`src/rtl/rv32i_lsu.sv`:
```
// rv32i_lsu: RV32I/RV64 load/store unit with req/ack data bus and sub-word lanes.
// Define LSU_TIMEOUT_EN to abort bus cycles after TIMEOUT unacknowledged cycles.
module rv32i_lsu #(
   parameter int DATA_W  = 32,
   parameter int ADDR_W  = 32,
   parameter int TIMEOUT = 16
) (
   input  logic                clk,
   input  logic                reset,
   input  logic                req_valid,
   output logic                req_ready,
   input  logic                req_we,
   input  logic [2:0]          req_func3,
   input  logic [ADDR_W-1:0]   req_addr,
   input  logic [DATA_W-1:0]   req_wdata,
   output logic                rsp_valid,
   output logic [DATA_W-1:0]   rsp_rdata,
   output logic                rsp_err,
   output logic                stall,
   output logic                busReq,
   output logic                busWe,
   output logic [DATA_W/8-1:0] busBe,
   output logic [ADDR_W-1:0]   busAddr,
   output logic [DATA_W-1:0]   busWData,
   input  logic [DATA_W-1:0]   busRData,
   input  logic                busAck
);
   localparam int NB = DATA_W / 8;
   localparam int LB = $clog2(NB);

   if (DATA_W != 32 && DATA_W != 64) begin : g_bad_w
      $error("rv32i_lsu: DATA_W must be 32 or 64");
   end
   if (TIMEOUT < 1) begin : g_bad_to
      $error("rv32i_lsu: TIMEOUT must be >= 1");
   end

   typedef enum logic [1:0] {IDLE, BUS, RESP} state_t;

   state_t            state_q, state_d;
   logic              we_q, we_d;
   logic [2:0]        f3_q, f3_d;
   logic [LB-1:0]     lane_q, lane_d;
   logic [ADDR_W-1:0] addr_q, addr_d;
   logic [NB-1:0]     be_q, be_d;
   logic [DATA_W-1:0] wdata_q, wdata_d;
   logic [DATA_W-1:0] rdata_q, rdata_d;
   logic              err_q, err_d;
   logic              tmo;

`ifdef LSU_TIMEOUT_EN
   localparam int CW = $clog2(TIMEOUT + 1);
   logic [CW-1:0] cnt_q, cnt_d;

   // Last unacked cycle of the budget: leave BUS on this edge.
   assign tmo = (cnt_q == CW'(TIMEOUT - 1));

   always_comb begin
      cnt_d = '0;
      if (state_q == BUS && !busAck) cnt_d = cnt_q + CW'(1);
   end

   always_ff @(posedge clk or negedge reset) begin
      if (!reset) cnt_q <= '0;
      else        cnt_q <= cnt_d;
   end
`else
   assign tmo = 1'b0;
`endif

   logic [2:0]    mask;
   logic [7:0]    be_base;
   logic          legal;
   logic          mis;
   logic [LB-1:0] lane_in;

   assign lane_in = req_addr[LB-1:0];

   always_comb begin
      mask    = 3'd0;
      be_base = 8'h00;
      legal   = 1'b1;
      case (req_func3)
         3'b000: be_base = 8'h01;
         3'b001: begin be_base = 8'h03; mask = 3'd1; end
         3'b010: begin be_base = 8'h0F; mask = 3'd3; end
         3'b011: begin
            be_base = 8'hFF; mask = 3'd7;
            legal = (DATA_W == 64);
         end
         3'b100: begin be_base = 8'h01; legal = !req_we; end
         3'b101: begin
            be_base = 8'h03; mask = 3'd1;
            legal = !req_we;
         end
         3'b110: begin
            be_base = 8'h0F; mask = 3'd3;
            legal = !req_we && (DATA_W == 64);
         end
         default: legal = 1'b0;
      endcase
      mis = |(req_addr[2:0] & mask) || !legal;
   end

   logic [DATA_W-1:0] sh;
   logic [DATA_W-1:0] ext;

   assign sh = busRData >> {lane_q, 3'b000};

   always_comb begin
      ext = '0;
      case (f3_q)
         3'b000:  ext = DATA_W'($signed(sh[7:0]));
         3'b001:  ext = DATA_W'($signed(sh[15:0]));
         3'b010:  ext = DATA_W'($signed(sh[31:0]));
         3'b011:  ext = sh;
         3'b100:  ext = DATA_W'(sh[7:0]);
         3'b101:  ext = DATA_W'(sh[15:0]);
         3'b110:  ext = DATA_W'(sh[31:0]);
         default: ext = '0;
      endcase
   end

   always_comb begin
      state_d = state_q;
      we_d    = we_q;
      f3_d    = f3_q;
      lane_d  = lane_q;
      addr_d  = addr_q;
      be_d    = be_q;
      wdata_d = wdata_q;
      rdata_d = rdata_q;
      err_d   = err_q;
      unique case (state_q)
         IDLE: if (req_valid) begin
            we_d    = req_we;
            f3_d    = req_func3;
            lane_d  = lane_in;
            addr_d  = {req_addr[ADDR_W-1:LB], LB'(0)};
            be_d    = NB'(be_base) << lane_in;
            wdata_d = req_wdata << {lane_in, 3'b000};
            rdata_d = '0;
            err_d   = mis;
            state_d = mis ? RESP : BUS;
         end
         BUS: if (busAck) begin
            rdata_d = we_q ? '0 : ext;
            state_d = RESP;
         end else if (tmo) begin
            err_d   = 1'b1;
            state_d = RESP;
         end
         RESP: state_d = IDLE;
         default: state_d = IDLE;
      endcase
   end

   always_ff @(posedge clk or negedge reset) begin
      if (!reset) begin
         state_q <= IDLE;
         we_q    <= 1'b0;
         f3_q    <= 3'd0;
         lane_q  <= '0;
         addr_q  <= '0;
         be_q    <= '0;
         wdata_q <= '0;
         rdata_q <= '0;
         err_q   <= 1'b0;
      end else begin
         state_q <= state_d;
         we_q    <= we_d;
         f3_q    <= f3_d;
         lane_q  <= lane_d;
         addr_q  <= addr_d;
         be_q    <= be_d;
         wdata_q <= wdata_d;
         rdata_q <= rdata_d;
         err_q   <= err_d;
      end
   end

   // Outputs decode from state so an async reset drops them at once.
   assign req_ready = (state_q == IDLE);
   assign stall     = (state_q != IDLE);
   assign busReq    = (state_q == BUS);
   assign busWe     = busReq && we_q;
   assign busBe     = busReq ? be_q : '0;
   assign busAddr   = busReq ? addr_q : '0;
   assign busWData  = busReq ? wdata_q : '0;
   assign rsp_valid = (state_q == RESP);
   assign rsp_rdata = rsp_valid ? rdata_q : '0;
   assign rsp_err   = rsp_valid && err_q;
endmodule

```
`config.mk`:
```
export PLATFORM = sky130hd
export DESIGN_NAME = rv32i_lsu
export DESIGN_NICKNAME = d
export VERILOG_FILES = /design/src/rtl/rv32i_lsu.sv
export SDC_FILE = /design/constraint.sdc
export NUM_CORES = 1
export LEC_CHECK = 0
export BUFFER_PORTS_ARGS = -buffer_cell sky130_fd_sc_hd__buf_2
export CAP_MARGIN = 20
export CORE_MARGIN = 5
export CORE_UTILIZATION = 30
export DETAILED_ROUTE_END_ITERATION = 16
export GPL_TIMING_DRIVEN = 0
export MAX_ROUTING_LAYER = met4
export RECOVER_POWER = 25
export REMOVE_ABC_BUFFERS = 1
export SLEW_MARGIN = 20
export SYNTH_ARGS = -nofsm -noshare
export SYNTH_HDL_FRONTEND = slang
export SYNTH_SLANG_ARGS = --single-unit
```
`constraint.sdc`:
```
create_clock -name clk -period 1.7 [get_ports clk]
set_clock_uncertainty 0.2 [all_clocks]
set_input_delay 0.085 -clock clk [delete_from_list [all_inputs] [get_ports clk]]
set_output_delay 0.085 -clock clk [all_outputs]
set_load 0.05 [all_outputs]
```
# After elaboration in Yosys (flattened, before gate mapping)
# Cells that the tools add are included.
# classes
muxes	16
n_reduce_logical	20
n_bitwise	1
shifts	3
n_eq_ne	16
# op_table
cell	n
$mux W32	6
$pmux W32 S5	1
$pmux W32 S2	1
$shl A32 B5 Y32	1
$shr A32 B5 Y32	1
$eq A3 B3 Y1 const B	6
$pmux W4 S4	1
$eq A3 B2 Y1 const B	4
$pmux W3 S3	1
$reduce_or A3 Y1	3
$reduce_or A2 Y1	4
$eq A3 B1 Y1 const B	2
$logic_not A3 Y1	2
$mux W2	3
$mux W4	1
$pmux W2 S2	1
$reduce_and A2 Y1	2
$reduce_bool A2 Y1	2
$shl A4 B2 Y4	1
$and A3 B3 Y3	1
$reduce_and A3 Y1	1
$eq A2 B1 Y1 const B	1
$eq A2 B2 Y1 const B	1
$logic_and A1 B1 Y1	2
other kinds (6)	7
# word_totals
register_bits	107
word_cells	65

# Logic depth before layout (Yosys ltp)
# depth
ltp_word	9
mapped_depth	7

# Worst setup path after synthesis
# OpenSTA, ideal clock, no wires.
# synth_timing
path_type	register -> register
from	register state_q[0]
to	register err_q
stages_incl_launch_ff	7
path_slack_ns	-0.638
setup_time_ns	0.126
arrival_ns	2.012
synth_period_minus_slack_ns	2.338
path_cell_list	dfrtp_1 -> nor2_1 -> and2_1 -> buf_2 -> buf_2 -> buf_2 -> a21oi_1
# synth_via
elab_chain_len	2
# synth_lines
item	line_no	source
from (decl)	40	state_t state_q, state_d;
from (signal assigned)	170	state_q <= state_d;
$logic_not A2 Y1	--	
net req_ready	11	output logic req_ready,
$reduce_and A2 Y1 (no source line)	--	
to (signal assigned)	178	err_q <= err_d;
to (decl)	48	logic err_q, err_d;
# The timed path passes the listed nets, and every way through them passes these cells.
# A chain may end at the register's enable or synchronous reset.

# Worst setup path in the final report
# layout_timing
from	register state_q[1]
to	output port busWData[2]
# layout_via
elab_chain_len	2
# layout_lines
item	line_no	source
$eq A2 B1 Y1	185	assign busReq = (state_q == BUS);
$mux W32	189	assign busWData = busReq ? wdata_q : '0;
to (decl)	24	output logic [DATA_W-1:0] busWData,
# No other way between the ends.

==> impl_results.md <==
- Critical Path RT: 1410 ps
- Tot Pwr: ~9800 µW
- Worst vdd ir: ~0.00055 V
- Mean Syn Cell Area: 9.263 µm²
- Worst setup path start: state_q[1]
- YS warnings: 0
- Die Span Y: about 150 µm
- IO Count: between 200 and 250
- Synth Cell Area: approximately 5900 µm²
- Nets: around 1.1k
- Clock sink total: about 110
- TritonRoute pass-1 iters: 4
- Final worst path period need: 1967 ps
- TritonCTS clock tree: built
- RSZ-0062 raised after global routing: true
- Initial Utilization: a little under a third
- Clk slew on worst S/H paths: 80 ps
- Synth Register Bits: roughly 110
- Setup ws final: -266.5 ps
- Worst slew margin: between 20 and 30%
- Most common cell after layout, fill and taps aside: nand2_1
- Die area: 22670 µm²
- Rows: a little over 50
- DRT Wirelength: around 25000 µm
- Reg-to-Reg Start: state_q[1]
- Reg2reg setup slack: -210 ps
- End point of the critical path: busWData[2]
- FFs w/ async S/R, synth: between 90% and 100%
- Critical path endpoint category: output port
- Die W: 150.6 µm
- Synth Flop Type: dfrtp_1
- Crit path launch type: flip-flop
- Final worst-path cycle share: 115.7%
- WS Path Type: flip-flop to output port
- Max Cap Viol: 0
- Antenna violations before repair: 2
- Worst r2r dst: wdata_q[14]
- Final HPWL DP: roughly 12000 µm
- Setup Viol. Count Final: around 210
- DRT iter0 DRCs: about 210
- Later-pin clock latency in the skew report: about 360 ps
- First-pass GRT wire length: 32800 µm
- Layout cells sized above 1: a little under half
- Post-place setup slack: -705.3 ps
- Cell count after synthesis: 640
- Number of CTS-inserted buffers: 9
- Leak Pwr: just over 0.005 µW
- Final hold vios: 0
- Routed len/inst: around 20 µm
- Vias in the first global route: roughly 6.2k
- Register Area: ~2700 µm²
- Seq/Total Area, Yosys: a little under half
- Pin count of the biggest net entering global routing: 72
- DRC Markers: 0
- CP Max Fanout: 7
- Reg2Reg Depth: 9
- Worst-Margin Slew: roughly 1100 ps
- Fmax achieved: approximately 510 MHz
- Status: complete, but fails checks
- Multi-input gate area: 3508 µm²
- Most frequent cells in the layout: nand2_1 (147), dfrtp_1 (102), buf_2 (102)
- EDFF count, synth: 0
- Placer Congestion: just over 0.8
- Post-DP Area: about 7200 µm²
- Min-Delay Path Class: input pin to flip-flop
- CORE AREA: 19460 µm²
- Pwr dens: 911.6 nW/µm²
- Clock buffer depth: 2
- Routed Antenna Nets: 0
- Grt total ovfl: 0
- Via count: 6157
- Unique masters post-synth: 42
- CTS root buf: clkbuf_16
- Critical path data arrival time: roughly 1700 ps
- Port Buffers: 207
- Max Slew Vio Count: 0
- CTS H-Tree Depth: 3
- Vias/cell: around 4.9
- Violated checks: setup timing
- Layout fillers: roughly 1.6k
- Setup_tns: -35660 ps
- Total Routing Usage GR: a little under a fifth
- Area grow syn2layout: 81.03%
- Final instance area: between 10000 and 15000 µm²
[cells in the mapped netlist, drive strengths merged (2+ instances only)]
cell type | number | area (µm²)
a211oi | 9 | 80.08
a21o | 2 | 15.01
a21oi | 20 | 100.1
a221o | 24 | 256.5
a22o | 9 | 78.83
and2 | 102 | 638.1
and4 | 2 | 20.02
buf | 25 | 172.7
clkbuf | 25 | 103.9
dfrtp | 107 | 2678
ha | 6 | 75.07
inv | 7 | 26.27
mux2 | 18 | 206.4
mux2i | 35 | 362.8
nand2 | 156 | 585.6
nand3 | 9 | 45.04
nor2 | 18 | 67.56
nor2b | 13 | 83.83
nor3 | 2 | 21.27
o21ai | 32 | 160.2
o22ai | 2 | 12.51
o31ai | 9 | 67.56
[metal layers]
layer / vias up / part of all wire (%) / track usage [%]
met4: 0 / 2.4 / 6.256
met1: 3012 / 40 / 23.31
li1: 2848 / - / -
met2: 259 / 50 / 29.98
met5: - / 0 / -
met3: 38 / 7.8 / 5.659
[cells by family after synthesis]
logic type / share of synthesized area, %
simple gates: 25.14
compound gates: 13.51
flops: 45.17
buf+inv: 5.108
mux: 9.603
fa+ha+maj: 1.266
other cells: 0.06326
xor+xnor: 0.1478
[worst min-delay path by stage]
stage                   from     endpoint  slack [ps]  depth (start not counted)
2_1_floorplan          reset   addr_q[10]        -410                          0
3_3_place_gp    req_addr[19]   addr_q[19]          70                          3
3_5_place_dp           reset   rdata_q[0]        -130                          1
4_1_cts        req_wdata[19]  wdata_q[27]           3                          4
5_1_grt         busRData[13]   rdata_q[5]          20                          4
6_report        busRData[13]   rdata_q[5]           3                          4
[final cells by class]
| cell class | instances | area share [%] |
|---|---|---|
| multi-input cells | 488 | 32.69 |
| repair buffers | 362 | 35.84 |
| inverters | 7 | 0.2682 |
| well taps | 265 | 3.090 |
| diodes | 2 | 0.04664 |
| clock inverters | 7 | 0.9094 |
| flip-flops and latches | 107 | 25.06 |
| clock buffers | 9 | 2.099 |
[worst max-delay path, cell delays in order (launching register included)]
cell and delay [ps]:
dfrtp_2 440, nor2_4 220, buf_12 190, clkbuf_16 170, and2_4 150, buf_8 140
[timing repair]
action / CTS / global route
hold buffers: 84 / 1
setup endpoints to repair: 205 / 205
cloned: 9 / 21
pin swaps: 18 / 63
setup buffers: 25 / 23
hold endpoints to repair: 203 / 1
gates resized for setup: 286 / 176
[flip-flops by register name, summed over array words and instances, names as in the netlist]
| signal | count |
|---|---|
| rdata_q | 32 |
| wdata_q | 32 |
| addr_q | 30 |
| be_q | 4 |
| f3_q | 3 |
| lane_q | 2 |
| state_q | 2 |
| err_q | 1 |
| we_q | 1 |
[through the flow]
stage	util [%]	cells	hold slack, ps
final	55.14	1247	2.985
after global placement	36.08	1063	74.42
after floorplan	-	591	-410.6
after global routing	55.14	1247	21.25
after detailed placement	36.83	1068	-125.5
after CTS	49.24	1202	3.292
[power breakdown]
part           switching, µW  internal (µW)  leakage [µW]
logic                   2090           1990       0.00366
clock network           1130           1190      0.000150
registers                350           3040       0.00137
total                   3570           6220       0.00518
(Power assumes the default switching activity.)
